File: config.mk
export PLATFORM = sky130hd
export DESIGN_NAME = ctrl
export DESIGN_NICKNAME = d
export VERILOG_FILES = /design/src/rtl/ctrl_pkg.sv /design/src/rtl/ctrl_alu_dec.sv /design/src/rtl/ctrl.sv
export SDC_FILE = /design/constraint.sdc
export NUM_CORES = 1
export LEC_CHECK = 0
export BUFFER_PORTS_ARGS = -buffer_cell sky130_fd_sc_hd__buf_4
export CAP_MARGIN = 20
export CORE_AREA = 2 2 39 41
export DETAILED_ROUTE_END_ITERATION = 16
export DIE_AREA = 0 0 41 43
export MAX_ROUTING_LAYER = met4
export PLACE_DENSITY_LB_ADDON = 0.08
export SETUP_SLACK_MARGIN = 0.3
export SYNTH_ARGS = -nofsm -noshare
export SYNTH_HDL_FRONTEND = slang
export SYNTH_SLANG_ARGS = --single-unit
File: constraint.sdc
create_clock -name vclk -period 2.7
set_input_delay 0.135 -clock vclk [all_inputs]
set_output_delay 0.135 -clock vclk [all_outputs]
set_load 0.02 [all_outputs]
File: src/rtl/ctrl_pkg.sv
// Shared encodings for the single-cycle RV32 control decoder: opcodes, mux selects, ALU ops.
// Latency: n/a (constants only). Backpressure: n/a.
// Holds a legality helper used by the sticky illegal-opcode flag.
package ctrl_pkg;

    localparam logic [6:0] OP_LW    = 7'b0000011;
    localparam logic [6:0] OP_SW    = 7'b0100011;
    localparam logic [6:0] OP_RTYPE = 7'b0110011;
    localparam logic [6:0] OP_BEQ   = 7'b1100011;
    localparam logic [6:0] OP_ITYPE = 7'b0010011;
    localparam logic [6:0] OP_JAL   = 7'b1101111;

    localparam logic [1:0] IMM_I = 2'b00;
    localparam logic [1:0] IMM_S = 2'b01;
    localparam logic [1:0] IMM_B = 2'b10;
    localparam logic [1:0] IMM_J = 2'b11;

    localparam logic [1:0] RES_ALU = 2'b00;
    localparam logic [1:0] RES_MEM = 2'b01;
    localparam logic [1:0] RES_PC4 = 2'b10;

    localparam logic [1:0] ALUOP_ADD   = 2'b00;
    localparam logic [1:0] ALUOP_SUB   = 2'b01;
    localparam logic [1:0] ALUOP_FUNCT = 2'b10;

    localparam logic [2:0] ALU_ADD = 3'b000;
    localparam logic [2:0] ALU_SUB = 3'b001;
    localparam logic [2:0] ALU_AND = 3'b010;
    localparam logic [2:0] ALU_OR  = 3'b011;
    localparam logic [2:0] ALU_SLT = 3'b101;

    function automatic logic is_legal_op(input logic [6:0] op);
        return (op == OP_LW)    || (op == OP_SW)    || (op == OP_RTYPE) ||
               (op == OP_BEQ)   || (op == OP_ITYPE) || (op == OP_JAL);
    endfunction

endpackage

File: src/rtl/ctrl_alu_dec.sv
// ALU operation decode from ALUOp, funct3 and funct7 / opcode bit 5.
// Latency: combinational, zero cycles. Backpressure: none.
// Subtract only for R-type funct3=000 with funct7 set; addi never subtracts.
module alu_dec
    import ctrl_pkg::*;
(
    input  logic       opb5,
    input  logic [2:0] funct3,
    input  logic       funct7,
    input  logic [1:0] ALUOp,
    output logic [2:0] ALUControl
);

    always_comb begin
        ALUControl = ALU_ADD;
        case (ALUOp)
            ALUOP_ADD: ALUControl = ALU_ADD;
            ALUOP_SUB: ALUControl = ALU_SUB;
            ALUOP_FUNCT: begin
                case (funct3)
                    3'b000:  ALUControl = (opb5 && funct7) ? ALU_SUB : ALU_ADD;
                    3'b010:  ALUControl = ALU_SLT;
                    3'b110:  ALUControl = ALU_OR;
                    3'b111:  ALUControl = ALU_AND;
                    default: ALUControl = ALU_ADD;
                endcase
            end
            default: ALUControl = ALU_ADD;
        endcase
    end

endmodule

File: src/rtl/ctrl.sv
// Single-cycle RV32 control unit: main decode, PC select, sticky Illegal flag (macro CTRL_ILLEGAL_EN).
// Latency: decode outputs combinational; Illegal registered on clk. Backpressure: none.
// Reset masks RegWrite/MemWrite/PCSrc so nothing architectural changes while rst is high.
module ctrl
    import ctrl_pkg::*;
(
    input  logic       clk,
    input  logic       rst,
    input  logic [6:0] op,
    input  logic [2:0] funct3,
    input  logic       funct7,
    input  logic       Zero,
    output logic       PCSrc,
    output logic       MemWrite,
    output logic       ALUSrc,
    output logic       RegWrite,
    output logic [1:0] ImmSrc,
    output logic [1:0] ResultSrc,
    output logic [2:0] ALUControl,
    output logic       Illegal
);

    logic       reg_write;
    logic       mem_write;
    logic       branch;
    logic       jump;
    logic [1:0] alu_op;

    always_comb begin
        reg_write = 1'b0;
        mem_write = 1'b0;
        branch    = 1'b0;
        jump      = 1'b0;
        alu_op    = ALUOP_ADD;
        ALUSrc    = 1'b0;
        ImmSrc    = IMM_I;
        ResultSrc = RES_ALU;
        case (op)
            OP_LW: begin
                reg_write = 1'b1;
                ALUSrc    = 1'b1;
                ResultSrc = RES_MEM;
            end
            OP_SW: begin
                ImmSrc    = IMM_S;
                ALUSrc    = 1'b1;
                mem_write = 1'b1;
            end
            OP_RTYPE: begin
                reg_write = 1'b1;
                alu_op    = ALUOP_FUNCT;
            end
            OP_BEQ: begin
                ImmSrc = IMM_B;
                branch = 1'b1;
                alu_op = ALUOP_SUB;
            end
            OP_ITYPE: begin
                reg_write = 1'b1;
                ALUSrc    = 1'b1;
                alu_op    = ALUOP_FUNCT;
            end
            OP_JAL: begin
                reg_write = 1'b1;
                ImmSrc    = IMM_J;
                ResultSrc = RES_PC4;
                jump      = 1'b1;
            end
            default: ;
        endcase
    end

    assign RegWrite = reg_write & ~rst;
    assign MemWrite = mem_write & ~rst;
    assign PCSrc    = ((branch & Zero) | jump) & ~rst;

    alu_dec u_alu_dec (
        .opb5       (op[5]),
        .funct3     (funct3),
        .funct7     (funct7),
        .ALUOp      (alu_op),
        .ALUControl (ALUControl)
    );

`ifdef CTRL_ILLEGAL_EN
    logic illegal_q;

    always_ff @(posedge clk) begin
        if (rst) begin
            illegal_q <= 1'b0;
        end else if (!is_legal_op(op)) begin
            illegal_q <= 1'b1;
        end
    end

    assign Illegal = illegal_q;
`else
    // Clock only feeds the optional flag; keep it visibly consumed when the flag is off.
    logic unused_clk;
    assign unused_clk = clk;
    assign Illegal    = 1'b0;
`endif

endmodule

==> impl_metrics.ini <==
[global_routing]
grt_max_degree = 7
grt_pass1_wl_um = 1060
grt_pass1_vias = 310
antenna_found_initial = 0
gr-total-overflow = 0
grt.total_usage_pct = 7.98

[worst_setup_path]
startpoint_type = primary input
critPathKind = in2out
path_max_fanout = 4
cp.arrival_ns = 1.60
required_ns = 2.57
cp-end-kind = primary output

[placed_design]
hpwl_um = 602
dpl.cell_count = 75
placed_area_um2 = 430
gp_congestion = 0.661
port_buffers = 24
dp_slack_ns = 0.964

[min_path]
hold_path_depth = 3
hold_class = in2out
min-delay-start = funct3[0]
min_to = ALUControl[2]

[timing]
timing.final.ws_setup_ns = 0.967
hold_viol_final = 0
timing.final.crit_period_ns = 1.73
tns_ns = 0
final-setup-viol-count = 0
report.final.slew_viol_count = 0
period_share_pct = 64.2
rsz0062_at_grt = false
fmax_ghz = 0.577

[finish]
n_antenna_cell = 0
seq_cells = 0
finalNonFillerCells = 75
num-clock-buffers = 0
seqCellArea_um2 = 0
area_growth_pct = 81.1
drive_gt1_share_pct = 49.2
nets = 77
fin_util_pct = 31.1
n_fill_cell = 160
design_area_um2 = 430

[yosys]
synth_area_leaders = ha_1 (11%), a21oi_1 (8.4%), nor3_1 (8.4%), nor3_2 (8.4%), nor2b_1 (7.9%)
yosysWarnings = 0
ys_seq_area_share_pct = 0
synth_cells = 36
synth_cell_types = 22
yosysTopAreaCellShare_pct = 10.5
synth_top_area_cell = ha_1
syn_nets = 52
syn_area_um2 = 238
netlist_top_cells_count = a21oi_1 (4), nor3_1 (4), nand2_1 (3), nor2b_1 (3)
syn_area_per_cell_um2 = 6.60

[floorplan]
coreArea_mm2 = 0.00138
dieArea_mm2 = 0.00176
die_height_um = 43
start_util_pct = 17.2
die-width_um = 41
io_pins = 26
num_rows = 14

[routing]
route.antenna.remaining_nets = 0
routed_wl_um = 681
post_drt_wl_per_cell_um = 9.08
first_iter_violations = 2
dr_total_vias = 339
first_pass_iters = 4
viasPerCell = 4.52
drcViolationCount = 0

[power]
power_leakage_uw = 0.000203
ir_drop_mv = 0.0311
p_per_area_mw_per_mm2 = 83.1

[clock_network]
cts_setup_buffers = 0
ctsHoldBuffers = 0
post_cts_resized = 0

[flow_run]
maxCapViolations = 0

[status]
outcome = completed
## how the worst max path moves through the flow
stage          start  slack [ns]            end  depth (start not counted)
5_1_grt        op[6]        0.86  ALUControl[2]                          7
4_1_cts        op[6]        0.96  ALUControl[2]                          7
3_5_place_dp   op[6]        0.96  ALUControl[2]                          7
2_1_floorplan  op[6]        0.95  ALUControl[2]                          5
6_report       op[6]        0.97  ALUControl[2]                          7
3_3_place_gp   op[6]         1.0  ALUControl[2]                          7
## routing by layer
metal,global-route usage (%),routed length (µm)
met3,0.524,68
met1,9.18,275
met2,15.0,336
met4,0,0
met5,-,0
## stage by stage
step                power (µW)  hold slack, ns
floorplan                 14.0           0.321
global placement          36.6           0.538
detailed placement        36.0           0.546
CTS                       36.3           0.546
global route              39.4           0.558
finish                    35.7           0.544
## layout make-up
class / count / area, µm² / share of cell area (%)
Inverter: 2 / 7.51 / 1.74
Multi-Input combinational cell: 33 / 223 / 51.7
Timing Repair Buffer: 24 / 180 / 41.9
Tap cell: 16 / 20.0 / 4.65
## power by group
group | switching [µW] | leakage, µW | internal [µW]
clock | 0 | 0 | 0
combinational | 17.1 | 0.000203 | 18.7
sequential | 0 | 0 | 0
## cell usage in the layout (no fill, tap or decap), drive strengths merged
cell,synthesis,routed
and3b,2,2
nor3,6,6
inv,2,2
nand2b,1,1
nand2,3,3
a21oi,4,4
nor2,1,1
buf,1,24
nor4,1,1
o21ai,1,1
nor2b,3,3
nand4,1,1
a22oi,1,1
nand3,2,2
o21ba,1,1
conb,1,1
ha,2,2
and2,2,2
and3,1,1
## critical path, stage by stage
cell	delay [ns]
buf_4	0.12
nor3_2	0.26
nor2b_1	0.20
and2_1	0.14
ha_1	0.23
nor4_1	0.31
buf_4	0.20
## kinds of logic (layout without fill, tap and decap cells)
logic type	after synthesis	count (layout)	share of synthesized area (%)
AND/OR/NAND/NOR	23	23	61.1
AO/OA/AOI/OAI	7	7	20.5
buffers and inverters	3	26	6.32
adder cells (fa/ha/maj)	2	2	10.5
other	1	1	1.58
Power figures use the tool's default switching activity.
